==> config.mk <==
export PLATFORM = sky130hd
export DESIGN_NAME = mult_share_ctrl
export DESIGN_NICKNAME = d
export VERILOG_FILES = /design/src/rtl/mult_share_pkg.sv /design/src/rtl/mult_share_ctrl_rr_arbiter.sv /design/src/rtl/mult_share_ctrl.sv
export SDC_FILE = /design/constraint.sdc
export NUM_CORES = 1
export LEC_CHECK = 0
export ABC_AREA = 1
export CORE_AREA = 2 2 124 78
export DETAILED_ROUTE_END_ITERATION = 12
export DIE_AREA = 0 0 126 80
export GPL_ROUTABILITY_DRIVEN = 0
export PLACE_DENSITY = 0.67
export SYNTH_ARGS = -nofsm -noshare
export SYNTH_HDL_FRONTEND = slang
export SYNTH_SLANG_ARGS = --single-unit
==> constraint.sdc <==
create_clock -name clk -period 4.8 [get_ports clk]
set_input_delay 0.48 -clock clk [delete_from_list [all_inputs] [get_ports clk]]
set_output_delay 0.48 -clock clk [all_outputs]
set_load 0.1 [all_outputs]
==> src/rtl/mult_share_pkg.sv <==
// rtl/mult_share_pkg.sv - shared types and default widths for the multiplier-sharing controller
package mult_share_pkg;

  localparam int N_REQ_DEF       = 4;
  localparam int DATA_W_DEF      = 8;
  localparam int TIMEOUT_CYC_DEF = 64;
  localparam int IDX_W           = $clog2(N_REQ_DEF);

  typedef enum logic [1:0] {IDLE, LAUNCH, SETTLE, BUSY} msc_state_e;

endpackage

==> src/rtl/mult_share_ctrl_rr_arbiter.sv <==
// rtl/mult_share_ctrl_rr_arbiter.sv - combinational round-robin grant starting at a pointer
module rr_arbiter #(
  parameter int N_REQ = 4,
  parameter int IDX_W = 2
) (
  input  logic [N_REQ-1:0] req_i,
  input  logic [IDX_W-1:0] ptr_i,
  output logic             gnt_valid_o,
  output logic [N_REQ-1:0] gnt_oh_o,
  output logic [IDX_W-1:0] gnt_idx_o
);

  // Scan from the pointer upward with wrap; the first pending request wins.
  always_comb begin
    logic [IDX_W-1:0] idx;
    gnt_valid_o = 1'b0;
    gnt_oh_o    = '0;
    gnt_idx_o   = '0;
    idx         = '0;
    for (int k = 0; k < N_REQ; k++) begin
      idx = IDX_W'((int'(ptr_i) + k) % N_REQ);
      if (!gnt_valid_o && req_i[idx]) begin
        gnt_valid_o   = 1'b1;
        gnt_oh_o[idx] = 1'b1;
        gnt_idx_o     = idx;
      end
    end
  end

endmodule

==> src/rtl/mult_share_ctrl.sv <==
// rtl/mult_share_ctrl.sv - shares one sequential multiplier among requesters; watchdog under MULT_TIMEOUT_EN
module mult_share_ctrl
  import mult_share_pkg::*;
#(
  parameter int N_REQ       = N_REQ_DEF,
  parameter int DATA_W      = DATA_W_DEF,
  parameter int TIMEOUT_CYC = TIMEOUT_CYC_DEF
) (
  input  logic                    clk,
  input  logic                    reset,
  input  logic [N_REQ-1:0]        req_valid,
  input  logic [N_REQ*DATA_W-1:0] req_a,
  input  logic [N_REQ*DATA_W-1:0] req_b,
  output logic [N_REQ-1:0]        req_ack,
  output logic [N_REQ-1:0]        rsp_done,
  output logic [2*DATA_W-1:0]     rsp_product,
  output logic                    mult_start,
  output logic [DATA_W-1:0]       mult_multiplicand,
  output logic [DATA_W-1:0]       mult_multiplier,
  input  logic                    mult_ready,
  input  logic [2*DATA_W-1:0]     mult_product,
  output logic                    busy,
  output logic                    timeout_err
);

  localparam int OWN_W = (N_REQ == N_REQ_DEF) ? IDX_W : $clog2(N_REQ);

  msc_state_e          state_q, state_d;
  logic [OWN_W-1:0]    ptr_q, ptr_d;
  logic [OWN_W-1:0]    owner_q, owner_d;
  logic [DATA_W-1:0]   a_q, a_d, b_q, b_d;
  logic [N_REQ-1:0]    ack_q, ack_d, done_q, done_d;
  logic [2*DATA_W-1:0] rsp_q, rsp_d;

  logic                gnt_valid;
  logic [N_REQ-1:0]    gnt_oh;
  logic [OWN_W-1:0]    gnt_idx;
  logic                tmo_hit;

  rr_arbiter #(.N_REQ(N_REQ), .IDX_W(OWN_W)) u_arb (
    .req_i       (req_valid),
    .ptr_i       (ptr_q),
    .gnt_valid_o (gnt_valid),
    .gnt_oh_o    (gnt_oh),
    .gnt_idx_o   (gnt_idx)
  );

`ifdef MULT_TIMEOUT_EN
  localparam int CNT_W = $clog2(TIMEOUT_CYC + 1);
  logic [CNT_W-1:0] cnt_q;
  logic             tmo_q;

  // Watchdog fires on the cycle that would be the TIMEOUT_CYC-th spent in SETTLE+BUSY.
  assign tmo_hit = (state_q == BUSY) && !mult_ready && (32'(cnt_q) >= 32'(TIMEOUT_CYC - 1));

  // Cycle counter runs only while waiting on the multiplier; error flag is sticky.
  always_ff @(posedge clk or negedge reset) begin
    if (!reset) begin
      cnt_q <= '0;
      tmo_q <= 1'b0;
    end else begin
      if (state_q == SETTLE || state_q == BUSY) cnt_q <= cnt_q + 1'b1;
      else                                      cnt_q <= '0;
      if (tmo_hit) tmo_q <= 1'b1;
    end
  end

  assign timeout_err = tmo_q;
`else
  assign tmo_hit     = 1'b0;
  assign timeout_err = 1'b0;
`endif

  // Next-state and datapath updates; ack/done default low so they are single-cycle pulses.
  always_comb begin
    state_d = state_q;
    ptr_d   = ptr_q;
    owner_d = owner_q;
    a_d     = a_q;
    b_d     = b_q;
    ack_d   = '0;
    done_d  = '0;
    rsp_d   = rsp_q;
    case (state_q)
      IDLE: begin
        if (gnt_valid) begin
          a_d     = req_a[gnt_idx*DATA_W +: DATA_W];
          b_d     = req_b[gnt_idx*DATA_W +: DATA_W];
          ack_d   = gnt_oh;
          owner_d = gnt_idx;
          ptr_d   = (gnt_idx == OWN_W'(N_REQ - 1)) ? '0 : gnt_idx + 1'b1;
          state_d = LAUNCH;
        end
      end
      LAUNCH: state_d = SETTLE;
      // The multiplier still shows the previous ready here, so it is not trusted yet.
      SETTLE: state_d = BUSY;
      BUSY: begin
        if (mult_ready) begin
          rsp_d           = mult_product;
          done_d[owner_q] = 1'b1;
          state_d         = IDLE;
        end else if (tmo_hit) begin
          rsp_d           = '0;
          done_d[owner_q] = 1'b1;
          state_d         = IDLE;
        end
      end
      default: state_d = IDLE;
    endcase
  end

  // State and datapath registers; reset aborts any transaction without a response.
  always_ff @(posedge clk or negedge reset) begin
    if (!reset) begin
      state_q <= IDLE;
      ptr_q   <= '0;
      owner_q <= '0;
      a_q     <= '0;
      b_q     <= '0;
      ack_q   <= '0;
      done_q  <= '0;
      rsp_q   <= '0;
    end else begin
      state_q <= state_d;
      ptr_q   <= ptr_d;
      owner_q <= owner_d;
      a_q     <= a_d;
      b_q     <= b_d;
      ack_q   <= ack_d;
      done_q  <= done_d;
      rsp_q   <= rsp_d;
    end
  end

  assign req_ack           = ack_q;
  assign rsp_done          = done_q;
  assign rsp_product       = rsp_q;
  assign mult_start        = (state_q == LAUNCH);
  assign mult_multiplicand = a_q;
  assign mult_multiplier   = b_q;
  assign busy              = (state_q != IDLE);

endmodule

# Yosys cells after proc, flatten, opt, wreduce, memory -nomap -nowiden
# Index checks and enable logic that the tools add are counted.
[word_totals] regBits=46 input_bits=87 out_inout_bits=43 elab_cells=87
[op_classes] n_addsub=4 order_cmp=10 n_eq_ne=6 shifts=2 muxes=38 n_bitwise=3 n_reduce_logical=16
[ops] cell="indexed part select 32 x 6 -> 8 bit" count=2
[ops] cell="2-to-1 mux 4 bit" count=8
[ops] cell="< comparator 2 x 3 -> 1 bit (second input constant)" count=5
[ops] cell="2-to-1 mux 2 bit" count=7
[ops] cell="2-to-1 mux 1 bit" count=13
[ops] cell="OR 4 bit" count=3
[ops] cell="demux 1 bit (select 2 bit)" count=5
[ops] cell=">= comparator 2 x 1 -> 1 bit (second input constant)" count=5
[ops] cell="binary-select mux 1 bit (select 2 bit)" count=4
[ops] cell="logical AND 1 bit" count=8
[ops] cell="one-hot mux 2 bit (4 select lines)" count=1
[ops] cell="== test 2 bit (second input constant)" count=3
[ops] cell="AND reduction 2 bit" count=3
[ops] cell="adder 2 x 1 -> 2 bit (second input constant)" count=2
[ops] cell="adder 2 bit (second input constant)" count=2
[ops] cell="inequality test 2 bit (second input constant)" count=2
[ops] cell="zero test 1 bit" count=3
[ops] cell="== test 2 x 1 -> 1 bit (second input constant)" count=1
[ops] cell="zero test 2 bit" count=1
[ops] cell="nonzero test 2 bit" count=1

# Longest topological paths before layout
# Gate-level depths: netlist of run 1.
[logic_depth] depth_word=14 depth_mapped=17 ltp_nobuf=16

# Hierarchy
# A second synthesis of run 1 with hierarchy kept.
[hier_totals] hier_cells=385 hier_area_um2=2927.8
[modules_own_cells] module="mult_share_ctrl" instances=1 cells_each=311 area_per_inst_um2=2492.4 seq_area_each_um2=1151.1
[modules_own_cells] module="rr_arbiter" instances=1 cells_each=74 area_per_inst_um2=435.4 seq_area_each_um2=0.0

# Worst setup path after synthesis of run 1
# OpenSTA, ideal clock, no wires.
[synth_timing] path_kind="reg-to-reg" from="register ptr_q[0]" to="register ptr_q[1]" setup_time_ns=0.134 t_arrival_ns=2.268 required_ns=4.666 path_slack_ns=2.398 path_stages_with_launch=17 n_path_buf=1 synth_period_minus_slack_ns=2.402 path_cell_list="dfrtp_1 -> inv_2 -> ha_1 -> inv_1 -> nand3_1 -> nand2_1 -> inv_2 -> nor2_4 -> nand2_1 -> nand2_1 -> nand2_2 -> nand2_4 -> buf_6 -> inv_1 -> ha_1 -> nand2_1 -> o21ai_0"
[synth_via] elab_chain_cells=14 elab_cells_between_ends=29 classes_between="4 x add/sub; 1 x eq/ne; 17 x mux; 7 x reduce/logical"
[synth_rtl] item="start: declaration" line="mult_share_ctrl.sv:29" text="logic [OWN_W-1:0] ptr_q, ptr_d;"
[synth_rtl] item="start signal: assignment" line="mult_share_ctrl.sv:126" text="ptr_q <= ptr_d;"
[synth_rtl] item="parallel branches: the longest is 11 deep, another holds adder 2 x 1 -> 2 bit"
[synth_rtl] item="2-to-1 mux 2 bit (*)" line="mult_share_ctrl_rr_arbiter.sv:22" text="if (!gnt_valid_o && req_i[idx]) begin"
[synth_rtl] item="via gnt_idx[0]" line="mult_share_ctrl.sv:37" text="logic [OWN_W-1:0] gnt_idx;"
[synth_rtl] item="adder 2 x 1 -> 2 bit / == test 2 bit (equally long branches)" line="mult_share_ctrl.sv:91" text="ptr_d = (gnt_idx == OWN_W'(N_REQ - 1)) ? '0 : gnt_idx + 1'b1;"
[synth_rtl] item="2-to-1 mux 2 bit (*)" line="mult_share_ctrl.sv:91"
# Mark *: on every way through the listed nets, which the timed path passes. The select of a mux whose other input is x is not followed.
# A chain may end at the register's enable or synchronous reset.

# Final worst setup path of run 1
# Same ends and word-level chain as after synthesis.

==> impl_results.md, run 1 <==
- Crit path kind: reg2reg
- Worst endpoint required time: 4.94 ns
- Layout Skew: between 0.005 and 0.006 ns
- GRT Total Usage: 16.63%
- Clock transition at the registers of the reported paths: ~0.060 ns
- H-tree lvl count: 2
- Period utilization: 69.83%
- Antenna diodes: 0
- Commonest cells after routing, fill and taps aside: clkdlybuf4s50_1 (127), nand2_1 (122), inv_1 (84), nand3_1 (72), dfrtp_1 (46)
- Worst path cell trace: inv_2 > ha_1 > inv_1 > nand3_1 > nand2_1 > inv_2 > nor2_4 > nand2_1 > nand3_2 > nand2_4 > inv_1 > ha_1 > nand2_1 > o21ai_0
- Min-delay worst type: in2async
- Antenna viol nets, final: 0
- CP Capture Type: register
- Via count: 2954
- Synthesized cell area: between 3000 and 4000 um^2
- CORE AREA: 8919 um^2
- Distinct cells, synth: 29
- Starting Density: 34.13%
- CTS root buffer: clkbuf_16
- Critical path's slowest cell: dfrtp_1
- RSZ-0062 raised after global routing: no
- Total grt overflow: 0
- Final Max Tran Viols: 0
- Clock buffer depth: 2
- Worst slew pin tran: 1.026 ns
- CTS sink count: 46
- Drc violations: 0
- Clock latency on the worst-skew pair: 0.28 ns
- WP buf/inv: 4
- Largest net degree at the start of global routing: 47
- Flop2flop setup slack: 1.45 ns
- CP Max Fanout: 36
- Chip width: approximately 130 um
- Yosys warns: 0
- Critical Path Max Stage Delay: between 0.5 and 0.6 ns
- Syn-to-layout area delta: 48.42%
- Routed WL: 8314 um
- Hold_buf cts: 0
- Startpoint types: register
- Slew margin rel.: 31.37%
- # resized after CTS: 0
- Vias in the first global route: 2685
- Outcome: completed
- Top delay family on crit path: simple AND/OR/NAND/NOR gates
- Final count of hold timing violations: 0
- Core Rows: 27
- Sequential fraction of the synthesis area: 37.81%
- Crit-path most repeated cell: nand2_1
- First-pass GRT wire length: approximately 13000 um
- Io pins: 130
- Yosys reg bits: 46
- Routed length per instance: 12.71 um
- Initial DRT Pass Iterations: 5
- Die area: 10080 um^2
- First DRT Iteration DRCs: 174
- Maxcap violations: 0
- Post-layout min period: 3.352 ns
- Final instance count without filler cells: 654
- Placed wire-length estimate: ~6400 um
- Data arrival time of the worst path: 3.50 ns
- CTS tree: built
- Finished Core Util: 50.66%
- Initial antenna violation count: 0
- Post-CTS Setup Inserts: 0
- Commonest non-fill, non-tap cell in the layout: clkdlybuf4s50_1
- Die height: 80 um
- Syn Inst Count: 420
- DP Cell Count: 646
- Max Fclk: 298.3 MHz
- Layout cells sized above 1: 7.621%
- Setup violators final: 0
- Syn_area_per_cell: 7.248 um^2
- PortBufs: 128
- Post-synth net total: 520
- CTS buffer count: 5
- Via-to-Cell Ratio: 4.517
- Total Negative Setup Slacks: 0 ns
- Final #Nets: 637
## worst register-to-register path: cells and delay by family, from the launching register on
family | cells | cell delay [ns]
adder cells (fa/ha/maj) | 2 | 0.66
flip-flops | 1 | 0.55
AO/OA/AOI/OAI | 1 | 0.09
buffers and inverters | 4 | 0.49
AND/OR/NAND/NOR | 7 | 1.42
## routing by layer
metal | GRT usage [%] | up-vias | part of all wire [%]
met3 | 4.625 | 5 | 8.2
met4 | 2.308 | 0 | 0.55
met5 | 0 | - | 0
met2 | 24.84 | 130 | 42
met1 | 24.40 | 1294 | 49
li1 | - | 1525 | -
## area by class of cell
cell class              instances  area (um^2)
clock buffers                   6        128.9
clock inverters                 2        37.54
fillers                       867         4400
inverters                      88        332.8
multi-input cells             268         1446
flip-flops and latches         46         1151
well taps                     116        145.1
repair buffers                128         1276
## stage by stage
| step | hold WS [ns] | worst slack, ns | area, um^2 |
|---|---|---|---|
| after floorplan | 0.1844 | 2.398 | 3044 |
| after global placement | 0.4497 | 1.596 | 4352 |
| after detailed placement | 0.4517 | 1.445 | 4352 |
| after CTS | 0.4139 | 1.429 | 4518 |
| after global routing | 0.4629 | 1.068 | 4518 |
| final | 0.3666 | 1.448 | 4518 |
## cells in the mapped netlist (all sizes together)
master / number / area (um^2)
or2: 2 / 12.51
buf: 14 / 98.83
inv: 88 / 332.8
ha: 13 / 162.7
o2111ai: 1 / 8.760
o21ai: 7 / 35.03
a21oi: 8 / 40.04
nand3: 75 / 390.4
conb: 1 / 3.750
dfrtp: 46 / 1151
o22ai: 2 / 12.51
mux2: 16 / 180.2
nor3: 5 / 25.02
clkbuf: 4 / 15.01
nand4: 2 / 12.51
a21boi: 1 / 7.510
nand2: 130 / 523.0
nor2: 4 / 25.03
o21a: 1 / 7.510
## final timing paths
| path | cells after the start | end | from |
|---|---|---|---|
| max | 14 | ptr_q[1] | ptr_q[0] |
| max in group asynchronous | 1 | mult_multiplicand[1] | reset |
| min in group clk | 1 | rsp_done[0] | owner_q[1] |
| min reg2reg | 1 | rsp_done[0] | owner_q[1] |
| min | 1 | req_ack[3] | reset |
| max reg2reg | 14 | ptr_q[1] | ptr_q[0] |
## state kept, by name, summed over array words and instances, names as in the netlist
signal / count
rsp_product: 16
mult_multiplicand: 8
mult_multiplier: 8
req_ack: 4
rsp_done: 4
owner_q: 2
ptr_q: 2
state_q: 2
## logic make-up (layout without fill, tap and decap cells)
group | count (synthesis) | after routing | synth area share (%)
AO/OA/AOI/OAI | 20 | 20 | 3.658
adder cells (fa/ha/maj) | 13 | 13 | 5.343
buffers and inverters | 106 | 224 | 14.67
flip-flops | 46 | 46 | 37.81
multiplexers | 16 | 16 | 5.919
other | 1 | 1 | 0.1232
AND/OR/NAND/NOR | 218 | 218 | 32.47
Power of run 1 is left out: the tool's default activity adds up to more than one toggle a clock period on the data nets, which glitch-free logic cannot reach.
==> inputs of run 2 (changes only) <==
- clock period: 4.8 -> 3.15 ns (I/O delays scaled with it)
==> run 2 against run 1 <==
Effect of this change: die area did not move; clock-buffer cell count decreased by 1; via count increased by 1.1%; global-route usage rose by 0.061 points; core utilization up 0.084 points; non-clock buffer count grew 3; clock skew up 0.00091 ns; cell count rose by 0.46%.
==> impl_results.md, run 2 (synthesis gave the netlist of run 1 again) <==
- Clock transition at the registers of the reported paths: 0.07 ns (about the same)
- Largest net degree at the start of global routing: 47 (unchanged)
- CTS sink count: 46 (unchanged)
- Via count: 2986 (+1.1%)
- CTS buffer count: 5 (unchanged)
- PortBufs: 128 (unchanged)
- Placed wire-length estimate: 6446 um (+0.26%)
- Vias in the first global route: 2865 (+6.7%)
- Io pins: 130 (unchanged)
- CTS root buffer: clkbuf_16
- Beginning of the critical path: ptr_q[0]
- CTS tree: built
- Max reg flops: 16 (unchanged)
- Cell area after layout: 4526 um^2 (+0.17%)
- Total grt overflow: 0 (unchanged)
- Critical Path Max Stage Delay: 0.53 ns (-0.02 ns)
- Initial DRT Pass Iterations: 4 (-1)
- Via-to-Cell Ratio: 4.545 (+0.62%)
- Initial antenna violation count: 0 (unchanged)
- Die height: 80 um (unchanged)
- GRT Total Usage: 16.69% (+0.061 points)
- Final #Nets: 640 (+0.47%)
- CP Max Fanout: 36 (unchanged)
- Post-layout min period: 2.888 ns (-0.4640 ns)
- Critical path's slowest cell: dfrtp_1
- Starting Density: 34.13% (unchanged)
- CORE AREA: 8919 um^2 (unchanged)
- H-tree lvl count: 2 (unchanged)
- Worst endpoint required time: 3.29 ns (-1.65 ns)
- Setup violators final: 0 (unchanged)
- Routed WL: 8574 um (+3.1%)
- Chip width: 126 um (unchanged)
- Core Rows: 27 (unchanged)
- Routed length per instance: 13.05 um (+2.7%)
- Worst path cell trace: inv_2 > ha_1 > inv_1 > nand3_1 > nand2_1 > inv_2 > nor2_4 > nand2_1 > nand3_2 > nand2_8 > inv_1 > ha_1 > nand2_1 > o21ai_0
- Crit-path most repeated cell: nand2_1
- Final count of hold timing violations: 0 (unchanged)
- First-pass GRT wire length: 13630 um (+1.6%)
- Drc violations: 0 (unchanged)
- Die area: 10080 um^2 (unchanged)
- Slew margin rel.: 30.38% (-0.98 points)
- Reg-to-Reg Start: ptr_q[0]
- RSZ-0062 raised after global routing: no
- Antenna viol nets, final: 0 (unchanged)
- Outcome: completed
- Met1 Use GR: 23.37% (-1.0 points)
- Routing usage on met2: 25.81% (+0.97 points)
- Layout Skew: 0.006423 ns (+0.0009104 ns)
- Layout cells sized above 1: 8.872% (+1.3 points)
- Period utilization: 91.68% (+22 points)
- Syn-to-layout area delta: 48.66%
- Antenna diodes: 0 (unchanged)
- Total Negative Setup Slacks: 0 ns (unchanged)
- GR Layer Usage met3: 4.759% (+0.13 points)
- Data arrival time of the worst path: 3.03 ns (-0.47 ns)
- Max Fclk: 346.3 MHz (+16%)
- Worst slew pin tran: 1.044 ns (+0.01798 ns)
- Startpoint types: register
- Maxcap violations: 0 (unchanged)
- DP Area: 4367 um^2 (+0.35%)
- Clock latency on the worst-skew pair: 0.28 ns (about the same)
- First DRT Iteration DRCs: 120 (-31%)
- Crit path kind: reg2reg
- Commonest cells after routing, fill and taps aside: clkdlybuf4s50_1 (124), nand2_1 (122), inv_1 (84), nand3_1 (72), dfrtp_1 (46)
- Clock buffer depth: 2 (unchanged)
- Most used routing layer: met2
- Commonest non-fill, non-tap cell in the layout: clkdlybuf4s50_1
- Final Max Tran Viols: 0 (unchanged)
- CP Capture Type: register
- Min-delay worst type: in2async
-- run 2: final cells by class --
| class | instances | area (um^2) |
|---|---|---|
| clock buffers | 5 | 125.1 |
| clock inverters | 3 | 25.02 |
| fillers | 835 | 4393 |
| inverters | 88 | 332.8 |
| multi-input cells | 268 | 1455 |
| flip-flops and latches | 46 | 1151 |
| well taps | 116 | 145.1 |
| repair buffers | 131 | 1291 |
-- run 2: per-layer routing --
| metal | share of wire [%] | vias up |
|---|---|---|
| met4 | 0.26 | 0 |
| met5 | 0 | - |
| met3 | 9.5 | 2 |
| met1 | 48 | 1322 |
| met2 | 42 | 135 |
| li1 | - | 1527 |
-- run 2: what timing repair did --
item                       CTS  global route
setup buffers                0             0
setup endpoints to repair    0             1
hold buffers                 0             0
gates resized for setup      0             1
-- run 2: final timing paths --
path                                        end  slack, ns  cells past startpoint
max                                    ptr_q[1]       0.26                     14
min                                  req_ack[1]       0.22                      1
max reg2reg                            ptr_q[1]       0.26                     14
min reg2reg                         rsp_done[0]       0.46                      1
max in group asynchronous  mult_multiplicand[2]       2.29                      1
min in group clk                    rsp_done[0]       0.46                      1
-- run 2: critical path: cells and delay by family, from the launching register on --
kind,cells,cell delay (ns)
AOI/OAI and AO/OA,1,0.08
adders and majority gates,2,0.65
buffers and inverters,4,0.46
DFF,1,0.53
and+or+nand+nor,7,1.00
-- run 2: stage by stage --
stage,hold slack (ns),cells,utilization (%),worst slack (ns)
floorplan,0.01941,420,-,0.7483
global placement,0.4441,649,48.96,0.3798
detailed placement,0.4511,649,48.96,0.2393
CTS,0.2594,657,50.65,0.2134
global route,0.2992,657,50.74,0.01786
finish,0.2237,657,50.74,0.2620
Power of run 2 is left out for the same reason.
